[config.mk]
export PLATFORM = sky130hd
export DESIGN_NAME = vr_muldiv_unit
export DESIGN_NICKNAME = d
export VERILOG_FILES = /design/src/rtl/vr_muldiv_pkg.sv /design/src/rtl/vr_cond_neg.sv /design/src/rtl/vr_muldiv_unit.sv
export SDC_FILE = /design/constraint.sdc
export NUM_CORES = 1
export LEC_CHECK = 0
export BUFFER_PORTS_ARGS = -buffer_cell sky130_fd_sc_hd__buf_2
export CELL_PAD_IN_SITES_DETAIL_PLACEMENT = 1
export CELL_PAD_IN_SITES_GLOBAL_PLACEMENT = 2
export CORE_MARGIN = 1.5
export CORE_UTILIZATION = 39
export CTS_BUF_LIST = sky130_fd_sc_hd__clkbuf_8
export CTS_CLUSTER_SIZE = 10
export DETAILED_ROUTE_END_ITERATION = 10
export PLACE_DENSITY_LB_ADDON = 0.1
export SYNTH_ARGS = -nofsm -noshare
export SYNTH_HDL_FRONTEND = slang
export SYNTH_SLANG_ARGS = --single-unit
export TNS_END_PERCENT = 20
[constraint.sdc]
create_clock -name CLK -period 5.3 [get_ports CLK]
set_clock_uncertainty 0.15 [all_clocks]
set_input_delay 0.53 -clock CLK [delete_from_list [all_inputs] [get_ports CLK]]
set_output_delay 0.53 -clock CLK [all_outputs]
set_load 0.01 [all_outputs]
[src/rtl/vr_muldiv_pkg.sv]
// -----------------------------------------------------------------------------
// vr_muldiv_pkg
// Shared encodings for the iterative multiply/divide unit.
//   OP_*  : operation select carried on the unit's 'op' port
//   S_*   : sequencer state encoding (IDLE -> RUN -> FIX -> DONE)
// -----------------------------------------------------------------------------
package vr_muldiv_pkg;

    // Operation encodings: op[1] selects divide, op[0] selects unsigned.
    localparam logic [1:0] OP_MULT  = 2'b00;
    localparam logic [1:0] OP_MULTU = 2'b01;
    localparam logic [1:0] OP_DIV   = 2'b10;
    localparam logic [1:0] OP_DIVU  = 2'b11;

    // Sequencer states.
    localparam logic [1:0] S_IDLE = 2'b00;
    localparam logic [1:0] S_RUN  = 2'b01;
    localparam logic [1:0] S_FIX  = 2'b10;
    localparam logic [1:0] S_DONE = 2'b11;

endpackage

[src/rtl/vr_cond_neg.sv]
// -----------------------------------------------------------------------------
// vr_cond_neg
// Combinational conditional two's-complement negate.
// Ports:
//   value  : input  [W-1:0]  operand
//   negate : input           1 = output -value, 0 = pass value through
//   result : output [W-1:0]  negate ? -value : value (wraps for the most
//                            negative value, which is what the unit relies on)
// -----------------------------------------------------------------------------
module vr_cond_neg
    import vr_muldiv_pkg::*;
#(
    parameter int W = 32
) (
    input  logic [W-1:0] value,
    input  logic         negate,
    output logic [W-1:0] result
);

    assign result = negate ? (~value + W'(1)) : value;

endmodule

[src/rtl/vr_muldiv_unit.sv]
// -----------------------------------------------------------------------------
// vr_muldiv_unit
// Iterative (one bit per cycle) integer multiply/divide unit fed from the
// register file read ports, holding its result in HI/LO.
//
// Ports:
//   CLK         : input            clock, all state on posedge
//   RST         : input            synchronous active-high reset
//   start       : input            request an operation (sampled in IDLE only)
//   op          : input  [1:0]     00 MULT, 01 MULTU, 10 DIV, 11 DIVU
//   A           : input  [WIDTH]   multiplicand / dividend (RD1)
//   B           : input  [WIDTH]   multiplier / divisor (RD2)
//   busy        : output           operation in progress (RUN and FIX)
//   done        : output           one-cycle pulse, HI/LO hold the new result
//   div_by_zero : output           qualifies done: divide with B == 0
//   hi          : output [WIDTH]   upper product half or remainder
//   lo          : output [WIDTH]   lower product half or quotient
//
// Optional build macro VR_MULDIV_TRACE_EN: when defined, a simulation-only
// trace line "op A B -> hi lo dbz" (hex) is printed in every done cycle.
// Cycle behaviour is identical with or without it.
// -----------------------------------------------------------------------------
module vr_muldiv_unit
    import vr_muldiv_pkg::*;
#(
    parameter int WIDTH = 32,
    parameter int CNT_W = 6
) (
    input  logic             CLK,
    input  logic             RST,
    input  logic             start,
    input  logic [1:0]       op,
    input  logic [WIDTH-1:0] A,
    input  logic [WIDTH-1:0] B,
    output logic             busy,
    output logic             done,
    output logic             div_by_zero,
    output logic [WIDTH-1:0] hi,
    output logic [WIDTH-1:0] lo
);

    logic [1:0]         state;
    logic [CNT_W-1:0]   cnt;
    logic [1:0]         op_q;
    logic               sign_a;
    logic               sign_b;
    logic               dbz_q;
    // Multiplicand (multiply) or divisor (divide) magnitude.
    logic [WIDTH-1:0]   opnd;
    // Multiply: {partial product, remaining multiplier bits}.
    // Divide:   {remainder, dividend bits shifting out / quotient shifting in}.
    logic [2*WIDTH-1:0] acc;
    logic [WIDTH-1:0]   hi_q;
    logic [WIDTH-1:0]   lo_q;

    // ---- operand magnitudes at acceptance ----
    logic             in_signed;
    logic             in_div;
    logic             in_b_zero;
    logic [WIDTH-1:0] a_mag;
    logic [WIDTH-1:0] b_mag;

    assign in_signed = ~op[0];
    assign in_div    = op[1];
    assign in_b_zero = (B == '0);

    vr_cond_neg #(.W(WIDTH)) u_mag_a (
        .value  (A),
        .negate (in_signed & A[WIDTH-1]),
        .result (a_mag)
    );

    vr_cond_neg #(.W(WIDTH)) u_mag_b (
        .value  (B),
        .negate (in_signed & B[WIDTH-1]),
        .result (b_mag)
    );

    // ---- one iteration of shift-add multiply / restoring divide ----
    logic [WIDTH:0]     mul_sum;
    logic [WIDTH:0]     div_trial;
    logic [2*WIDTH-1:0] acc_step;

    assign mul_sum   = {1'b0, acc[2*WIDTH-1:WIDTH]} + (acc[0] ? {1'b0, opnd} : '0);
    // Remainder stays below the divisor, so the shifted value fits WIDTH+1 bits
    // and bit WIDTH of the difference is a reliable "went negative" flag.
    assign div_trial = {acc[2*WIDTH-1:WIDTH], acc[WIDTH-1]} - {1'b0, opnd};

    always_comb begin
        acc_step = acc;
        if (op_q[1]) begin
            if (!div_trial[WIDTH])
                acc_step = {div_trial[WIDTH-1:0], acc[WIDTH-2:0], 1'b1};
            else
                acc_step = {acc[2*WIDTH-2:0], 1'b0};
        end else begin
            acc_step = {mul_sum, acc[WIDTH-1:1]};
        end
    end

    // ---- sign correction applied in FIX ----
    logic [2*WIDTH-1:0] prod_fix;
    logic [WIDTH-1:0]   quo_fix;
    logic [WIDTH-1:0]   rem_fix;

    vr_cond_neg #(.W(2*WIDTH)) u_fix_prod (
        .value  (acc),
        .negate ((op_q == OP_MULT) & (sign_a ^ sign_b)),
        .result (prod_fix)
    );

    vr_cond_neg #(.W(WIDTH)) u_fix_quo (
        .value  (acc[WIDTH-1:0]),
        .negate ((op_q == OP_DIV) & (sign_a ^ sign_b)),
        .result (quo_fix)
    );

    // Remainder takes the sign of the dividend.
    vr_cond_neg #(.W(WIDTH)) u_fix_rem (
        .value  (acc[2*WIDTH-1:WIDTH]),
        .negate ((op_q == OP_DIV) & sign_a),
        .result (rem_fix)
    );

    // ---- sequencer and state registers ----
    always_ff @(posedge CLK) begin
        if (RST) begin
            state  <= S_IDLE;
            cnt    <= '0;
            op_q   <= '0;
            sign_a <= 1'b0;
            sign_b <= 1'b0;
            dbz_q  <= 1'b0;
            opnd   <= '0;
            acc    <= '0;
            hi_q   <= '0;
            lo_q   <= '0;
        end else begin
            case (state)
                S_IDLE: begin
                    if (start) begin
                        op_q   <= op;
                        sign_a <= in_signed & A[WIDTH-1];
                        sign_b <= in_signed & B[WIDTH-1];
                        cnt    <= '0;
                        if (in_div && in_b_zero) begin
                            // Divide by zero skips iteration; FIX copies the
                            // raw dividend into HI, so keep A unmodified.
                            dbz_q <= 1'b1;
                            opnd  <= '0;
                            acc   <= {{WIDTH{1'b0}}, A};
                            state <= S_FIX;
                        end else if (in_div) begin
                            dbz_q <= 1'b0;
                            opnd  <= b_mag;
                            acc   <= {{WIDTH{1'b0}}, a_mag};
                            state <= S_RUN;
                        end else begin
                            dbz_q <= 1'b0;
                            opnd  <= a_mag;
                            acc   <= {{WIDTH{1'b0}}, b_mag};
                            state <= S_RUN;
                        end
                    end
                end
                S_RUN: begin
                    acc <= acc_step;
                    cnt <= cnt + CNT_W'(1);
                    if (cnt == CNT_W'(WIDTH - 1))
                        state <= S_FIX;
                end
                S_FIX: begin
                    if (dbz_q) begin
                        hi_q <= acc[WIDTH-1:0];
                        lo_q <= '1;
                    end else if (!op_q[1]) begin
                        {hi_q, lo_q} <= prod_fix;
                    end else begin
                        hi_q <= rem_fix;
                        lo_q <= quo_fix;
                    end
                    state <= S_DONE;
                end
                default: begin
                    state <= S_IDLE;
                end
            endcase
        end
    end

    assign busy        = (state == S_RUN) || (state == S_FIX);
    assign done        = (state == S_DONE);
    assign div_by_zero = done & dbz_q;
    assign hi          = hi_q;
    assign lo          = lo_q;

`ifdef VR_MULDIV_TRACE_EN
    logic [WIDTH-1:0] a_raw;
    logic [WIDTH-1:0] b_raw;

    always_ff @(posedge CLK) begin
        if (RST) begin
            a_raw <= '0;
            b_raw <= '0;
        end else if (state == S_IDLE && start) begin
            a_raw <= A;
            b_raw <= B;
        end
    end

    always_ff @(posedge CLK) begin
        if (done)
            $display("%h %h %h -> %h %h %h", op_q, a_raw, b_raw, hi_q, lo_q, dbz_q);
    end
`else
`endif

endmodule

==> metrics <==
status=finished, final reports clean; # setup viols final=0; WS Path Type=flop to flop; Post-synth ARST share=0%; worst-path cell chain=inv_1, nor2_1, ha_1, nand2b_1, a21oi_1, o21ai_0, or2_2, a211oi_1, o221ai_1, xor2_1, a221o_1, a31oi_1; Starting Density=39.7%; die area=39500 µm²; drt total wl=62300 µm; Synth Register Bits=173; P_leak=6.64 nW; final slew viol count=0; top_reg_cell synth=dfxtp_1; Vias/cell=6.04; Place WS=1.01 ns; clk_lat worst skew=0.53 ns; PwrDens=409 nW/µm²; Mapped Cells=2013; hpwl dp=48800 µm; FILL cells=4806; Top Ports=136; Bufs and invs on worst path=1; setup TNS=0 ns; pin count of the biggest net entering global routing=62; final antenna-violating net count=0; critical path required time=5.58 ns; clock sinks=173; hold_buf cts=0; Max-slew headroom=15.2%; RSZ-0062 raised after global routing=false; max layer used=met5; CP endpoint kind=flop; NumNets Final=2209; VDD IR-drop max=186 µV; CTS tree=done; drt initial violations=986; syn avg cell area=7.42 µm²; vias in the first global route=15300; WL met3=3590 µm; Slew @ Worst Pin=1.27 ns; initial antenna violation count=1; met2 wire len=26900 µm; first-pass GRT wire length=94200 µm; min-delay worst type=primary input to flop; crit path DAT=4.63 ns; core box area=37700 µm²; f_max=230 MHz; Multi-input gate area=10700 µm²; GRT Util Overall=31.5%; nature of the critical path startpoint=flop; storage element area=3460 µm²; Worst path max stage delay=0.60 ns; TritonRoute pass-1 iters=5; post-synth cell types=78; Via Count=15600; Final period util=82.1%; clock buffer count from CTS=17; post-synthesis sequential area ratio=23.2%; H-Tree Depth=4; Synth warnings=0; Synthesized Nets=2158; wire length per cell=24.1 µm; Crit Path Max Fanout=20; clock tree root buffer cell=clkbuf_8; global route overflow=0; Clock Path Buffers=2; std cell rows=71; clock period minus worst slack=4.35 ns; share of layout cells above drive strength 1=11.5%; Port Buffers=135; Largest delay share family, worst path=compound AO/OA/AOI/OAI gates; max_cap viols=0; postcts setup bufs=0; chip width=199 µm; clock-pin slew on the worst setup and hold paths=0.11 ns; Synth Cell Area=14900 µm²; met1 WL=29900 µm; Critical-path top delay cell=a211oi_1; area grow syn2layout=9.55%; final hold viol count=0; GPL Wtd Cong=0.959; Die Height=199 µm; post_cts resized=0; fin worst setup slack=0.949 ns; # DRC=0; Post-synth EDFFs=0
-- registers in the layout, indices dropped and copies added, names as in the netlist --
signal	cells
acc	64
opnd	32
lo	32
hi	32
sign_a	1
state	2
sign_b	1
dbz_q	1
op_q	2
cnt	6
-- synthesized netlist by cell type, drive strengths merged, types with 25 or more instances --
master / number / area (µm²)
xor2: 63 / 552
a31oi: 33 / 206
a21oi: 156 / 781
a21o: 37 / 278
ha: 74 / 926
o211ai: 25 / 188
nand2: 165 / 627
dfxtp: 173 / 3460
nand3: 39 / 195
xnor2: 103 / 902
nor2: 237 / 890
clkbuf: 121 / 454
o21ai: 141 / 717
nor3: 52 / 260
mux2i: 82 / 821
inv: 71 / 267
a211oi: 75 / 563
-- kinds of logic (layout without fill, tap and decap cells) --
logic type      Yosys count  in the layout  synth area share, %
flops                   173            173                 23.2
fa+ha+maj                76             76                 6.47
mux                      90             90                 6.10
other cells               0              1                    0
xor+xnor                166            166                 9.73
simple gates            660            660                 20.8
compound gates          639            639                 28.3
buf+inv                 209            272                 5.43
-- metal layers --
layer,up-vias,global-route usage [%]
li1,7423,-
met1,7653,44.9
met2,485,48.5
met3,81,3.98
met4,2,10.7
met5,-,0
-- metrics by stage --
step / power, mW / cells / utilization [%] / hold slack, ns / cell area (µm²)
6_report: 6.70 / 2588 / 43.4 / 0.216 / 16400
5_1_grt: 7.11 / 2587 / 43.4 / 0.209 / 16400
3_3_place_gp: 5.67 / 2556 / 42.5 / 0.290 / 16000
3_5_place_dp: 5.74 / 2556 / 42.5 / 0.303 / 16000
4_1_cts: 6.67 / 2587 / 43.4 / 0.189 / 16400
2_1_floorplan: 4.42 / 2013 / - / 0.282 / 14900
-- where the power goes --
part | internal (mW) | switching [mW]
combinational | 1.33 | 2.39
clock | 0.352 | 0.578
sequential | 1.59 | 0.458
total | 3.28 | 3.42
-- area by class of cell --
type | count | share of cell area [%]
Clock inverter | 12 | 0.551
Tap cell | 511 | 3.91
Inverter | 72 | 1.65
Multi-Input combinational cell | 1631 | 65.4
Antenna cell | 1 | 0.0153
Sequential cell | 173 | 21.2
Timing Repair Buffer | 169 | 5.70
Clock buffer | 19 | 1.60
-- placed cells by master (no fill, tap or decap), drive strengths merged, types with 39 or more instances in the layout --
master	instances
a21oi	156
xor2	63
xnor2	103
buf	169
nand3	39
inv	77
mux2i	82
a211oi	75
nand2	165
dfxtp	173
o21ai	141
ha	74
nor2	237
nor3	52
-- worst paths after layout --
check	from	endpoint	slack, ns	cells after the start
min	op[0]	op_q[0]	0.22	3
min reg2reg	opnd[13]	opnd[13]	0.31	2
max reg2reg	acc[0]	acc[59]	0.95	12
max	acc[0]	acc[59]	0.95	12
-- worst reg2reg max path: cells and delay by family, from the launching register on --
kind / cells / cell delay [ns]
buf+inv: 1 / 0.59
flops: 1 / 0.38
compound gates: 6 / 1.94
xor+xnor: 1 / 0.20
simple gates: 3 / 0.63
fa+ha+maj: 1 / 0.37
No activity file was read; power rests on OpenSTA's default activity.
